==> src/rtl/mouse_packet_decoder_if.sv <==
// Mouse link bundle: serial bit strobes in from the sampling front end,
// decoded position/button/status out to the application logic.
// Optional Y axis enabled by defining MOUSE_PACKET_DECODER_Y_EN.
interface mouse_packet_decoder_if #(
    parameter int WIDTH = 16
);
    logic             bit_valid;
    logic             bit_data;
    logic [WIDTH-1:0] mouse_x;
`ifdef MOUSE_PACKET_DECODER_Y_EN
    logic [WIDTH-1:0] mouse_y;
`endif
    logic             mouse_pressed_;
    logic             update;
    logic             frame_error;

    // Front end / application side: drives strobes, observes decoded outputs.
    modport master (
`ifdef MOUSE_PACKET_DECODER_Y_EN
        input  mouse_y,
`endif
        output bit_valid,
        output bit_data,
        input  mouse_x,
        input  mouse_pressed_,
        input  update,
        input  frame_error
    );

    // Decoder side.
    modport slave (
`ifdef MOUSE_PACKET_DECODER_Y_EN
        output mouse_y,
`endif
        input  bit_valid,
        input  bit_data,
        output mouse_x,
        output mouse_pressed_,
        output update,
        output frame_error
    );
endinterface

==> src/rtl/mouse_packet_decoder.sv <==
// PS/2-style mouse packet decoder: 11-bit byte frames (start, 8 data LSB
// first, odd parity, stop) assembled into 3-byte packets; X delta is
// accumulated into a clamped absolute position.
// Optional Y axis enabled by defining MOUSE_PACKET_DECODER_Y_EN.
//
// state  | meaning
// -------+------------------------------------------------
// IDLE   | line idle, waiting for a 0 start bit
// DATA   | shifting in the 8 data bits
// PARITY | next strobe is the parity bit
// STOP   | next strobe is the stop bit; byte accepted or rejected
module mouse_packet_decoder #(
    parameter int WIDTH   = 16,
    parameter int MAX_X   = 639,
`ifdef MOUSE_PACKET_DECODER_Y_EN
    parameter int MAX_Y   = 479,
`endif
    parameter int TIMEOUT = 1024
) (
    input  logic                    clock,
    input  logic                    reset_,
    mouse_packet_decoder_if.slave   bus
);
    localparam int CNT_W = $clog2(TIMEOUT);

    typedef enum logic [1:0] {IDLE, DATA, PARITY, STOP} state_t;

    state_t           state, state_nxt;
    logic [2:0]       bit_cnt;
    logic [7:0]       shift_reg;
    logic             parity_ok;
    logic [1:0]       byte_idx;
    logic [CNT_W-1:0] tmo_cnt;

    logic             b0_btn, b0_xs, b0_xo;
    logic [7:0]       b1_dx;
`ifdef MOUSE_PACKET_DECODER_Y_EN
    logic             b0_ys, b0_yo;
`endif

    logic shift_en, parity_load, stop_seen, byte_ok, active, tmo_hit;

    // Position plus signed 9-bit delta at WIDTH+2 bits, clamped to 0..lim.
    function automatic logic [WIDTH-1:0] clamp_add(
        input logic [WIDTH-1:0] pos,
        input logic             sgn,
        input logic [7:0]       mag,
        input logic [WIDTH-1:0] lim
    );
        logic signed [WIDTH+1:0] sum;
        sum = $signed({2'b00, pos}) + $signed({{(WIDTH-7){sgn}}, sgn, mag});
        if (sum < 0)
            clamp_add = '0;
        else if (sum > $signed({2'b00, lim}))
            clamp_add = lim;
        else
            clamp_add = sum[WIDTH-1:0];
    endfunction

    assign active  = (state != IDLE) || (byte_idx != 2'd0);
    assign tmo_hit = active && !bus.bit_valid && (tmo_cnt == CNT_W'(TIMEOUT - 1));
    assign byte_ok = stop_seen && bus.bit_data && parity_ok;

    // State register.
    always_ff @(posedge clock or negedge reset_) begin
        if (!reset_)
            state <= IDLE;
        else
            state <= state_nxt;
    end

    // Next-state and per-strobe control decode; only strobes move the FSM.
    always_comb begin
        state_nxt   = state;
        shift_en    = 1'b0;
        parity_load = 1'b0;
        stop_seen   = 1'b0;
        if (tmo_hit) begin
            state_nxt = IDLE;
        end else if (bus.bit_valid) begin
            case (state)
                IDLE:   if (!bus.bit_data) state_nxt = DATA;
                DATA: begin
                    shift_en = 1'b1;
                    if (bit_cnt == 3'd7) state_nxt = PARITY;
                end
                PARITY: begin
                    parity_load = 1'b1;
                    state_nxt   = STOP;
                end
                STOP: begin
                    stop_seen = 1'b1;
                    state_nxt = IDLE;
                end
                default: state_nxt = IDLE;
            endcase
        end
    end

    // Bit shifter, bit counter and latched parity result.
    always_ff @(posedge clock or negedge reset_) begin
        if (!reset_) begin
            bit_cnt   <= '0;
            shift_reg <= '0;
            parity_ok <= 1'b0;
        end else begin
            if (bus.bit_valid && state == IDLE)
                bit_cnt <= '0;
            if (shift_en) begin
                shift_reg <= {bus.bit_data, shift_reg[7:1]};
                bit_cnt   <= bit_cnt + 3'd1;
            end
            if (parity_load)
                parity_ok <= ^{shift_reg, bus.bit_data};
        end
    end

    // Inactivity timer: counts only while a frame or packet is in progress.
    always_ff @(posedge clock or negedge reset_) begin
        if (!reset_)
            tmo_cnt <= '0;
        else if (bus.bit_valid || !active || tmo_hit)
            tmo_cnt <= '0;
        else
            tmo_cnt <= tmo_cnt + 1'b1;
    end

    // Packet assembly, error/update pulses and registered outputs.
    always_ff @(posedge clock or negedge reset_) begin
        if (!reset_) begin
            byte_idx           <= 2'd0;
            b0_btn             <= 1'b0;
            b0_xs              <= 1'b0;
            b0_xo              <= 1'b0;
            b1_dx              <= '0;
            bus.mouse_x        <= '0;
            bus.mouse_pressed_ <= 1'b0;
            bus.update         <= 1'b0;
            bus.frame_error    <= 1'b0;
`ifdef MOUSE_PACKET_DECODER_Y_EN
            b0_ys              <= 1'b0;
            b0_yo              <= 1'b0;
            bus.mouse_y        <= '0;
`endif
        end else begin
            bus.update      <= 1'b0;
            bus.frame_error <= 1'b0;
            if (tmo_hit) begin
                byte_idx        <= 2'd0;
                bus.frame_error <= 1'b1;
            end else if (stop_seen) begin
                if (!byte_ok) begin
                    byte_idx        <= 2'd0;
                    bus.frame_error <= 1'b1;
                end else begin
                    case (byte_idx)
                        2'd0: begin
                            // Status byte must carry the sync bit to start a packet.
                            if (shift_reg[3]) begin
                                b0_btn   <= shift_reg[0];
                                b0_xs    <= shift_reg[4];
                                b0_xo    <= shift_reg[6];
`ifdef MOUSE_PACKET_DECODER_Y_EN
                                b0_ys    <= shift_reg[5];
                                b0_yo    <= shift_reg[7];
`endif
                                byte_idx <= 2'd1;
                            end else begin
                                bus.frame_error <= 1'b1;
                            end
                        end
                        2'd1: begin
                            b1_dx    <= shift_reg;
                            byte_idx <= 2'd2;
                        end
                        2'd2: begin
                            byte_idx           <= 2'd0;
                            bus.update         <= 1'b1;
                            bus.mouse_pressed_ <= b0_btn;
                            if (!b0_xo)
                                bus.mouse_x <= clamp_add(bus.mouse_x, b0_xs, b1_dx, WIDTH'(MAX_X));
`ifdef MOUSE_PACKET_DECODER_Y_EN
                            if (!b0_yo)
                                bus.mouse_y <= clamp_add(bus.mouse_y, b0_ys, shift_reg, WIDTH'(MAX_Y));
`endif
                        end
                        default: byte_idx <= 2'd0;
                    endcase
                end
            end
        end
    end
endmodule

==> src/flat_wrapper.sv <==
// flat-port wrapper written by rule: the top's interface ports become plain ports
module mouse_packet_decoder_flat 
#(
    parameter int WIDTH   = 16,
    parameter int MAX_X   = 639,

    parameter int TIMEOUT = 1024
)
  (clock, reset_, bus_bit_valid, bus_bit_data, bus_mouse_x, bus_mouse_pressed_, bus_update, bus_frame_error);
  mouse_packet_decoder_if #(.WIDTH(WIDTH)) bus_i ();
  input  logic clock;
  input  logic reset_;
  input wire logic [$bits(bus_i.bit_valid)-1:0] bus_bit_valid;
  input wire logic [$bits(bus_i.bit_data)-1:0] bus_bit_data;
  output wire logic [$bits(bus_i.mouse_x)-1:0] bus_mouse_x;
  output wire logic [$bits(bus_i.mouse_pressed_)-1:0] bus_mouse_pressed_;
  output wire logic [$bits(bus_i.update)-1:0] bus_update;
  output wire logic [$bits(bus_i.frame_error)-1:0] bus_frame_error;
  assign bus_i.bit_valid = bus_bit_valid;
  assign bus_i.bit_data = bus_bit_data;
  assign bus_mouse_x = bus_i.mouse_x;
  assign bus_mouse_pressed_ = bus_i.mouse_pressed_;
  assign bus_update = bus_i.update;
  assign bus_frame_error = bus_i.frame_error;
  mouse_packet_decoder #(.WIDTH(WIDTH), .MAX_X(MAX_X), .TIMEOUT(TIMEOUT)) u_core (.clock(clock), .reset_(reset_), .bus(bus_i));
endmodule
==> config.mk <==
export PLATFORM = sky130hd
export DESIGN_NAME = mouse_packet_decoder_flat
export DESIGN_NICKNAME = d
export VERILOG_FILES = /design/src/rtl/mouse_packet_decoder_if.sv /design/src/rtl/mouse_packet_decoder.sv /design/src/flat_wrapper.sv
export SDC_FILE = /design/constraint.sdc
export NUM_CORES = 1
export LEC_CHECK = 0
export CELL_PAD_IN_SITES_DETAIL_PLACEMENT = 1
export CELL_PAD_IN_SITES_GLOBAL_PLACEMENT = 2
export CORE_ASPECT_RATIO = 0.8
export CORE_MARGIN = 8
export CORE_UTILIZATION = 25
export DETAILED_ROUTE_END_ITERATION = 8
export DONT_BUFFER_PORTS = 1
export PLACE_DENSITY = 0.49
export SYNTH_ARGS = -nofsm -noshare
export SYNTH_HDL_FRONTEND = slang
export SYNTH_SLANG_ARGS = --single-unit
==> constraint.sdc <==
create_clock -name clock -period 3.5 [get_ports clock]
set_input_delay 1.05 -clock clock [delete_from_list [all_inputs] [get_ports clock]]
set_output_delay 1.05 -clock clock [all_outputs]
set_load 0.01 [all_outputs]
==> impl_metrics.tcl <==
set metrics [dict create \
    ys_types 60 \
    vdd_ir_drop_max_mv 0.1845 \
    firstDrtPassIters 4 \
    synth-xor-area-share_pct 6.455 \
    yosysTopAreaCellShare_pct 41.31 \
    power_density_nw_per_um2 609.2 \
    num_rows 38 \
    yosysMostFrequentCell "dfrtp_1" \
    post_drt_via_cell_ratio 4.733 \
    synth_area_leaders "dfrtp_1 41%, ha_1 9.2%, mux2_2 6.3%, xnor2_1 5.4%, nor2_1 3.1%" \
    synth_top_family_by_area "compound AO/OA/AOI/OAI gates" \
    arrival_ns 3.51 \
    largest_reg_flops 16 \
    ys_seq_elements 56 \
    cp-end-kind "flop" \
    crit_path_start_kind "flop" \
    drtAntennaViolNets 0 \
    critPathKind "reg2reg" \
    synth_edf_count 0 \
    final_nets 380 \
    clock_skew_ns 0.01368 \
    antenna_cells 0 \
    cts_tree "done" \
    area_delta_synth_final_pct 14.39 \
    drc 0 \
    finalHoldViolations 0 \
    setup_slack_ns 0.1934 \
    htreeDepth 2 \
    syn_nets 365 \
    synthSimpleGateAreaFrac_pct 14.94 \
    drtIter0Drc 106 \
    die_x_um 146.2 \
    slew_violations 0 \
    cp_max_fo 4 \
    gp_congestion 0.7596 \
    preCtsSetupSlack_ns 0.1803 \
    yosysSeqAreaShare_pct 41.31 \
    drive_above_1_share_pct 15.38 \
    cts_sinks 56 \
    dr.max_layer_used "met4" \
    cts.path.max_buffers 2 \
    dr_wl_met3_um 410 \
    drv_cap 0 \
    die_area_um2 17570 \
    synth_compound_area_share_pct 17.78 \
    yosysTopAreaCell "dfrtp_1" \
    period_share_pct 94.47 \
    setup_viol 0 \
    num_io_pins 23 \
    reg2reg_depth 11 \
    finalWirelength_mm 9.297 \
    worstSkewPairLatency_ns 0.31 \
    critPathRequiredTime_ns 3.70 \
    wl_per_cell_um 17.51 \
    grt.total_usage_pct 10.91 \
    synthCells 335 \
    wl_met1_mm 5.249 \
    yosys_warnings 0 \
    dr_wl_met2_mm 3.528 \
    reg2reg_slack_ns 0.19 \
    async_flop_share_pct 100.0 \
    yosys-top-cells-count "56 x dfrtp_1, 28 x nor2_1, 25 x ha_1" \
    period_minus_slack_ns 3.307 \
    status "completed" \
    synthAdderAreaFrac_pct 9.812 \
    muxShareOfSynthArea_pct 6.898 \
    clk_pin_slew_ns 0.08 \
    fmax_mhz 302.4 \
    synthFlopType "dfrtp_1" \
    post-dp-hpwl_mm 7.111 \
    cts_setup_buffers 0 \
    die_y_um 120.2 \
    worst_pin_slew_ns 0.6434 \
    vias 2513 \
    p_leak_nw 1.796 \
    rr_startpoint "u_core.bus.mouse_x[0]" \
    core_area_um2 13410 \
    timing.rr.end "u_core.bus.mouse_x[4]" \
    final_util_pct 28.94 \
    avgSynthCellArea_um2 10.13 \
    slew_headroom_pct 57.02 \
    cts_made_buffers 5 \
    hold_class "in2async" \
    netlist_area_um2 3392 \
    regMostFlops "u_core.bus.mouse_x" \
    antenna_found_initial 0 \
    port_buffers 0 \
    start_util_pct 25.30 \
    reg_top3 "u_core.bus.mouse_x: 16 flops, u_core.tmo_cnt: 10 flops" \
    grt.overflow.total 0 \
    grt_max_degree 57 \
    grt_pass1_vias 2670 \
    root_buffer "clkbuf_16" \
    postCtsHoldBufs 0 \
    grt_pass1_wl_mm 15.19 \
]
-- cell families (layout without fill, tap and decap cells) --
family	after synthesis	count (layout)
xor+xnor	25	25
simple gates	101	101
fa+ha+maj	26	26
buf+inv	24	40
mux	21	21
compound gates	82	82
flops	56	56
-- placed cells by master, fill, tap and decap left out, types with 4 or more instances in the layout --
cell,synthesis,routed
clkbuf_16,0,5
a21oi_1,16,16
buf_4,0,17
o221a_1,4,4
xor2_1,4,4
and2_1,6,6
mux2_2,19,19
a21boi_0,4,4
nor2_1,28,28
nand3_1,10,10
nor3_1,5,5
and3_1,5,5
nand2_1,22,22
ha_1,25,25
dfrtp_1,56,56
xnor2_1,21,21
inv_1,15,15
o21ai_0,13,13
a21o_1,6,6
-- per-layer routing --
layer	vias up	GRT usage, %
met3	9	2.987
li1	1249	-
met1	1228	16.50
met4	0	3.276
met5	-	0
met2	27	14.49
-- worst max path at each step --
stage | startpoint | endpoint | depth (start not counted) | slack (ns)
2_1_floorplan | u_core.bus.mouse_x[0] | u_core.bus.mouse_x[3] | 11 | 0.35
3_3_place_gp | u_core.bus.mouse_x[1] | u_core.bus.mouse_x[4] | 10 | 0.18
3_5_place_dp | u_core.bus.mouse_x[0] | u_core.bus.mouse_x[4] | 11 | 0.18
4_1_cts | u_core.bus.mouse_x[0] | u_core.bus.mouse_x[4] | 11 | 0.16
5_1_grt | u_core.bus.mouse_x[0] | u_core.bus.mouse_x[4] | 11 | -0.002
6_report | u_core.bus.mouse_x[0] | u_core.bus.mouse_x[4] | 11 | 0.19
-- power by group --
part	switching (W)	internal, W	total, W
Combinational	0.000481	0.000440	0.000922
Clock	0.000248	0.000286	0.000534
Sequential	0.000141	0.000766	0.000908
Total	0.000870	0.00149	0.00236
-- critical path, stage by stage (launching register included) --
cell and delay (ns):
dfrtp_1 0.39, ha_1 0.23, inv_1 0.08, fa_1 0.20, and2b_1 0.22, o2111ai_4 0.25, a21oi_2 0.12, or4_1 0.53
a32oi_2 0.20, nand4b_1 0.14, or4_4 0.58, o221a_1 0.25
-- stage by stage --
step           cells  hold WS, ns  setup TNS, ns  total power [W]  instance area, um2
6_report         531       0.4241              0         0.002364                3880
2_1_floorplan    335       0.4549              0         0.001581                3392
4_1_cts          531       0.4129              0         0.002397                3856
3_5_place_dp     523       0.4905              0         0.001835                3706
5_1_grt          531       0.4095      -0.001875         0.002555                3880
3_3_place_gp     523       0.4812              0         0.001837                3706
-- what timing repair did --
| item | CTS | global route |
|---|---|---|
| endpoints found under the setup margin | 0 | 4 |
| endpoints found under the hold margin | 0 | 0 |
| gates resized for setup | 0 | 3 |
-- final cells by class --
class	count	area, um2
Multi-Input combinational cell	255	1919
Inverter	15	56.30
Clock buffer	7	142.6
Sequential cell	56	1401
Fill cell	1540	9528
Timing Repair Buffer	17	127.6
Clock inverter	1	7.507
Tap cell	180	225.2
Power figures use the tool's default switching activity.
